File: src/rtl/stack_op_sequencer.sv
// stack_op_sequencer: command-side controller for the calculator's operand
// memory. It pops one or two operands, computes a result, pushes it back and
// reports completion, underflow or overflow.
module stack_op_sequencer #(
  parameter int DATA_W = 32
) (
  input  logic              clk,
  input  logic              rst,
  input  logic              cmd_valid,
  output logic              cmd_ready,
  input  logic [2:0]        cmd_op,
  input  logic              cmd_mode,
  input  logic [DATA_W-1:0] cmd_data,
  output logic              mem_push,
  output logic              mem_pop,
  output logic              mem_stack_queue,
  output logic [DATA_W-1:0] mem_data_in,
  input  logic [DATA_W-1:0] mem_stack_out,
  input  logic [DATA_W-1:0] mem_queue_out,
  input  logic              mem_empty,
  input  logic              mem_full,
  output logic [DATA_W-1:0] result,
  output logic              result_valid,
  output logic              err,
  output logic [1:0]        err_code
);

  localparam logic [2:0] OP_PUSH = 3'b000;
  localparam logic [2:0] OP_POP  = 3'b001;
  localparam logic [2:0] OP_ADD  = 3'b010;
  localparam logic [2:0] OP_SUB  = 3'b011;
  localparam logic [2:0] OP_MUL  = 3'b100;
  localparam logic [2:0] OP_AND  = 3'b101;
  localparam logic [2:0] OP_OR   = 3'b110;
  localparam logic [2:0] OP_XOR  = 3'b111;

  localparam logic [1:0] ERR_NONE  = 2'b00;
  localparam logic [1:0] ERR_UNDER = 2'b01;
  localparam logic [1:0] ERR_OVER  = 2'b10;

  typedef enum logic [2:0] {IDLE, POP1, POP2, PUSH, DONE} state_t;

  state_t              state_r, state_s;
  logic [2:0]          op_r;
  logic                mode_r;
  logic [DATA_W-1:0]   data_r;
  logic [DATA_W-1:0]   x_r;
  logic [DATA_W-1:0]   y_r;
  logic [DATA_W-1:0]   result_r;
  logic [1:0]          err_code_r;
  logic                mem_push_s;
  logic                mem_pop_s;
  logic [DATA_W-1:0]   pop_word_s;
  logic [DATA_W-1:0]   lhs_s;
  logic [DATA_W-1:0]   rhs_s;
  logic [DATA_W-1:0]   push_val_s;

  // Result = L op R; arithmetic wraps modulo 2^DATA_W.
  function automatic logic [DATA_W-1:0] alu(input logic [2:0] op,
                                            input logic [DATA_W-1:0] l,
                                            input logic [DATA_W-1:0] r);
    logic [DATA_W-1:0] v;
    case (op)
      OP_ADD:  v = l + r;
      OP_SUB:  v = l - r;
      OP_MUL:  v = l * r;
      OP_AND:  v = l & r;
      OP_OR:   v = l | r;
      OP_XOR:  v = l ^ r;
      default: v = {DATA_W{1'b0}};
    endcase
    return v;
  endfunction

  // Operand selection: the first pop is the later-pushed word in stack mode
  // and the earlier-pushed word in queue mode.
  always_comb begin
    pop_word_s = mode_r ? mem_queue_out : mem_stack_out;
    lhs_s      = mode_r ? x_r : y_r;
    rhs_s      = mode_r ? y_r : x_r;
    push_val_s = (op_r == OP_PUSH) ? data_r : alu(op_r, lhs_s, rhs_s);
  end

  // Next-state and memory strobes; strobes decode from the state register so
  // they fall with the asynchronous reset.
  always_comb begin
    state_s    = state_r;
    mem_push_s = 1'b0;
    mem_pop_s  = 1'b0;
    case (state_r)
      IDLE: begin
        if (cmd_valid) begin
          state_s = (cmd_op == OP_PUSH) ? PUSH : POP1;
        end else begin
          state_s = IDLE;
        end
      end
      POP1: begin
        if (mem_empty) begin
          state_s = DONE;
        end else begin
          mem_pop_s = 1'b1;
          state_s   = (op_r == OP_POP) ? DONE : POP2;
        end
      end
      POP2: begin
        if (mem_empty) begin
          state_s = DONE;
        end else begin
          mem_pop_s = 1'b1;
          state_s   = PUSH;
        end
      end
      PUSH: begin
        if (mem_full) begin
          mem_push_s = 1'b0;
        end else begin
          mem_push_s = 1'b1;
        end
        state_s = DONE;
      end
      DONE:    state_s = IDLE;
      default: state_s = IDLE;
    endcase
  end

  // State, latched command, operands, result and error code.
  always_ff @(posedge clk or posedge rst) begin
    if (rst) begin
      state_r    <= IDLE;
      op_r       <= 3'b000;
      mode_r     <= 1'b0;
      data_r     <= {DATA_W{1'b0}};
      x_r        <= {DATA_W{1'b0}};
      y_r        <= {DATA_W{1'b0}};
      result_r   <= {DATA_W{1'b0}};
      err_code_r <= ERR_NONE;
    end else begin
      state_r <= state_s;
      case (state_r)
        IDLE: begin
          if (cmd_valid) begin
            op_r       <= cmd_op;
            mode_r     <= cmd_mode;
            data_r     <= cmd_data;
            err_code_r <= ERR_NONE;
          end
        end
        POP1: begin
          if (mem_empty) begin
            err_code_r <= ERR_UNDER;
          end else begin
            x_r <= pop_word_s;
            if (op_r == OP_POP) begin
              result_r <= pop_word_s;
            end
          end
        end
        POP2: begin
          if (mem_empty) begin
            err_code_r <= ERR_UNDER;
          end else begin
            y_r <= pop_word_s;
          end
        end
        PUSH: begin
          if (mem_full) begin
            err_code_r <= ERR_OVER;
          end else begin
            result_r <= push_val_s;
          end
        end
        default: begin
          op_r <= op_r;
        end
      endcase
    end
  end

  assign cmd_ready       = (state_r == IDLE);
  assign mem_push        = mem_push_s;
  assign mem_pop         = mem_pop_s;
  assign mem_stack_queue = mode_r;
  assign mem_data_in     = mem_push_s ? push_val_s : {DATA_W{1'b0}};
  assign result          = result_r;
  assign result_valid    = (state_r == DONE);
  assign err             = (state_r == DONE) && (err_code_r != ERR_NONE);
  assign err_code        = err_code_r;

endmodule

File: config.mk
export PLATFORM = sky130hd
export DESIGN_NAME = stack_op_sequencer
export DESIGN_NICKNAME = d
export VERILOG_FILES = /design/src/rtl/stack_op_sequencer.sv
export SDC_FILE = /design/constraint.sdc
export NUM_CORES = 2
export LEC_CHECK = 0
export ABC_AREA = 1
export CELL_PAD_IN_SITES_DETAIL_PLACEMENT = 0
export CELL_PAD_IN_SITES_GLOBAL_PLACEMENT = 1
export CORE_ASPECT_RATIO = 0.8
export CORE_MARGIN = 10
export CORE_UTILIZATION = 46
export DETAILED_ROUTE_END_ITERATION = 10
export HOLD_SLACK_MARGIN = 0.03
export PLACE_DENSITY_LB_ADDON = 0.1
export SLEW_MARGIN = 20
export SYNTH_ARGS = -nofsm -noshare
export SYNTH_HDL_FRONTEND = slang
export SYNTH_SLANG_ARGS = --single-unit
File: constraint.sdc
create_clock -name clk -period 13.13 [get_ports clk]
set_input_delay 2.626 -clock clk [delete_from_list [all_inputs] [get_ports clk]]
set_output_delay 2.626 -clock clk [all_outputs]
set_load 0.005 [all_outputs]
==> flow_summary_export.csv <==
group,metric,value,unit
status,status,"completed",
sta,finClkSkew,14.7,ps
worst_setup_path,r2r-end,"result[27]",
floorplan,core_area,0.0580,mm²
sta,setup_tns,0,ps
logic_synthesis,yosys-mux-area-fraction,1.56,%
worst_setup_path,critPathCaptureType,"output pin",
worst_setup_path,worstPathArrival,9840,ps
finish,final_cells,4484,
cts,clkTransAtPathRegs,60,ps
logic_synthesis,synthXorXnorAreaFrac,1.86,%
logic_synthesis,ys_seq_area_share,12.7,%
logic_synthesis,synth-simple-area-share,22.2,%
cts,ctsHoldBuffers,0,
logic_synthesis,synth_area_leaders,"fa_1 (30%), dfrtp_1 (13%), nand2_1 (12%)",
logic_synthesis,syn-cell-area,0.0269,mm²
logic_synthesis,synth_fa_ha_area_share,40.6,%
route,antenna_left,0,
finish,multi_input_area,0.0205,mm²
cts,cts_tree,"done",
grt,grt_use_total,33.5,%
finish,final_util,52.4,%
logic_synthesis,ys_types,58,
logic_synthesis,synthFlopType,"dfrtp_1",
place,place.gp.congestion,1.01,
logic_synthesis,synth_top_family_by_area,"adder cells",
worst_hold_path,worstHoldPathType,"reg -> reg",
sta,fin_crit_sh,95.0,%
worst_setup_path,cp_common_cell,"fa_1",
worst_setup_path,ff2ff_path_depth,24,
route,routedWlPerCell,25.9,µm
finish,nets,4436,
route,routed_via_density,5.68,
finish,drive_gt1_share,6.62,%
finish,filler_cell_count,5611,
logic_synthesis,syn_area_per_cell,7.57,µm²
cts,cts-root-buf,"clkbuf_16",
worst_setup_path,required,10500,ps
logic_synthesis,synth-seq-cells,137,
floorplan,initial_core_util,46.4,%
logic_synthesis,syn_nets,4287,
floorplan,io_pins,177,
sta,slew_headroom,19.9,%
place,post-place-ws,982,ps
sta,finalCriticalPeriod,12470,ps
cts,cts_made_buffers,17,
grt,grt_pass1_wl,171000,µm
logic_synthesis,async_flop_share,100,%
cts,clockBufferDepth,2,
sta,worst_slew_pin_slew,1200,ps
cts,clock-sinks,137,
cts,h-tree-depth,4,
floorplan,num_rows,79,
place,dp_cells,4452,
logic_synthesis,synth_edf_count,0,
worst_setup_path,startpoint_type,"flip-flop",
worst_setup_path,rr_startpoint,"mem_stack_queue",
route,drcViolationCount,0,
floorplan,dieArea,0.0686,mm²
sta,hold_viol_final,0,
grt,grt_antenna_before_repair,1,
logic_synthesis,synth_cells,3554,
sta,rsz0062_at_grt,"no",
place,port_buffers,176,
worst_setup_path,critPathSlowestCell,"dfrtp_4",
worst_setup_path,ff2ff_setup_slack,4160,ps
logic_synthesis,yosysWarnings,0,
worst_setup_path,path_max_fanout,23,
sta,fmax,80.2,MHz
finish,antenna_cells,0,
route,first_pass_iters,6,
place,dpl.hpwl,94900,µm
worst_setup_path,worstSetupEndpoint,"mem_data_in[30]",
sta,maxSlewViolCount,0,
route,drt_iter0_drc,2817,
floorplan,die_y,236,µm
job,maxCapViolCount,0,
cts,insertion_delay,450,ps
finish,regArea,0.00343,mm²
sta,setup_viol_count_final,0,
route,num_vias,25500,
logic_synthesis,synth_common_cells,"nand2_1 (847), inv_1 (600), nor2_1 (453)",
grt,overflow,0,
logic_synthesis,yosysTopAreaCell,"fa_1",
logic_synthesis,synth-compound-area-share,9.79,%
finish,area_growth,13.1,%
grt,grt_pass1_vias,26000,
worst_setup_path,max_stage_delay,610,ps
logic_synthesis,synth_top_area_share,30.4,%
grt,grt_start_max_net_pins,80,
sta,layout_setup_ws,661,ps
logic_synthesis,yosysMostFrequentCell,"nand2_1",
worst_setup_path,critical_path_class,"reg -> out",
worst_setup_path,critPathLaunch,"mem_stack_queue",
floorplan,die_x,290,µm
route,drt-total-wl,116000,µm
-- what timing repair did --
item                                    CTS  global route
gates resized for setup                   0             4
endpoints found under the setup margin    0             1
buffers inserted                          0             1
-- routing by layer --
layer  up-vias  wire (µm)  global-route usage [%]  share of wire [%]
met3       243      12400                    8.96                 11
met4         2       5200                    13.1                4.5
li1      11200          -                       -                  -
met5         -         17                   0.215              0.015
met1     12700      47500                    44.0                 41
met2      1343      51000                    51.8                 44
-- cells by family after synthesis --
logic type / Yosys count
XOR/XNOR: 57
AO/OA/AOI/OAI: 438
adder cells (fa/ha/maj): 628
AND/OR/NAND/NOR: 1485
flip-flops: 137
multiplexers: 38
buffers and inverters: 771
-- state kept, by name, indices dropped and copies added, names as in the netlist --
| register | cells |
|---|---|
| y_r | 32 |
| data_r | 32 |
| mem_stack_queue | 1 |
| op_r | 3 |
| x_r | 32 |
| state_r | 3 |
| result | 32 |
| err_code | 2 |
-- layout by cell type (no fill, tap or decap), drive strengths merged, types with 2 or more instances in the layout --
cell type / instances
nand2: 857
inv: 617
nor2: 459
fa: 409
ha: 219
o21ai: 188
clkdlybuf4s50: 176
a21oi: 140
dfrtp: 137
buf: 95
nand3: 86
xor2: 43
mux2: 31
nand4: 25
a31oi: 24
nor3: 24
clkinv: 20
a221oi: 18
clkbuf: 18
or2: 15
xnor2: 14
o211ai: 13
o21a: 13
nand3b: 13
o2111ai: 9
a21o: 8
mux2i: 7
o21bai: 5
nor4: 4
bufinv: 4
a22oi: 3
o221ai: 3
o31ai: 3
a211oi: 2
clkinvlp: 2
o22ai: 2
a2111o: 2
-- critical path, delay by kind of cell, from the launching register on --
kind	cells	cell delay (ps)
AOI/OAI and AO/OA	5	1340
adders and majority gates	9	4240
buffers and inverters	5	1470
DFF	1	610
and+or+nand+nor	10	1710
-- per-stage QoR --
step / hold slack [ps] / cell area (µm²)
after floorplan: 472 / 26900
final: 486 / 30400
after detailed placement: 467 / 29700
after CTS: 490 / 30400
after global placement: 469 / 29700
after global routing: 517 / 30400
-- worst min-delay path by stage --
stage,from,to,slack (ps),cells after the start
5_1_grt,data_r[10],data_r[10],520,1
2_1_floorplan,result[20],result[20],470,2
3_3_place_gp,result[24],result[24],470,2
3_5_place_dp,result[23],result[23],470,2
4_1_cts,result[24],result[24],490,2
6_report,result[22],result[22],490,2
-- layout make-up --
type	count	share of cell area [%]
clock buffer	18	1.44
inverter	630	7.82
multi-input combinational	2646	67.4
timing repair buffer	271	8.27
sequential	137	11.3
tap	769	3.16
clock inverter	13	0.633
Power is not shown: default switching activity piles up to over one toggle a cycle in this logic, so the estimate is an artifact.
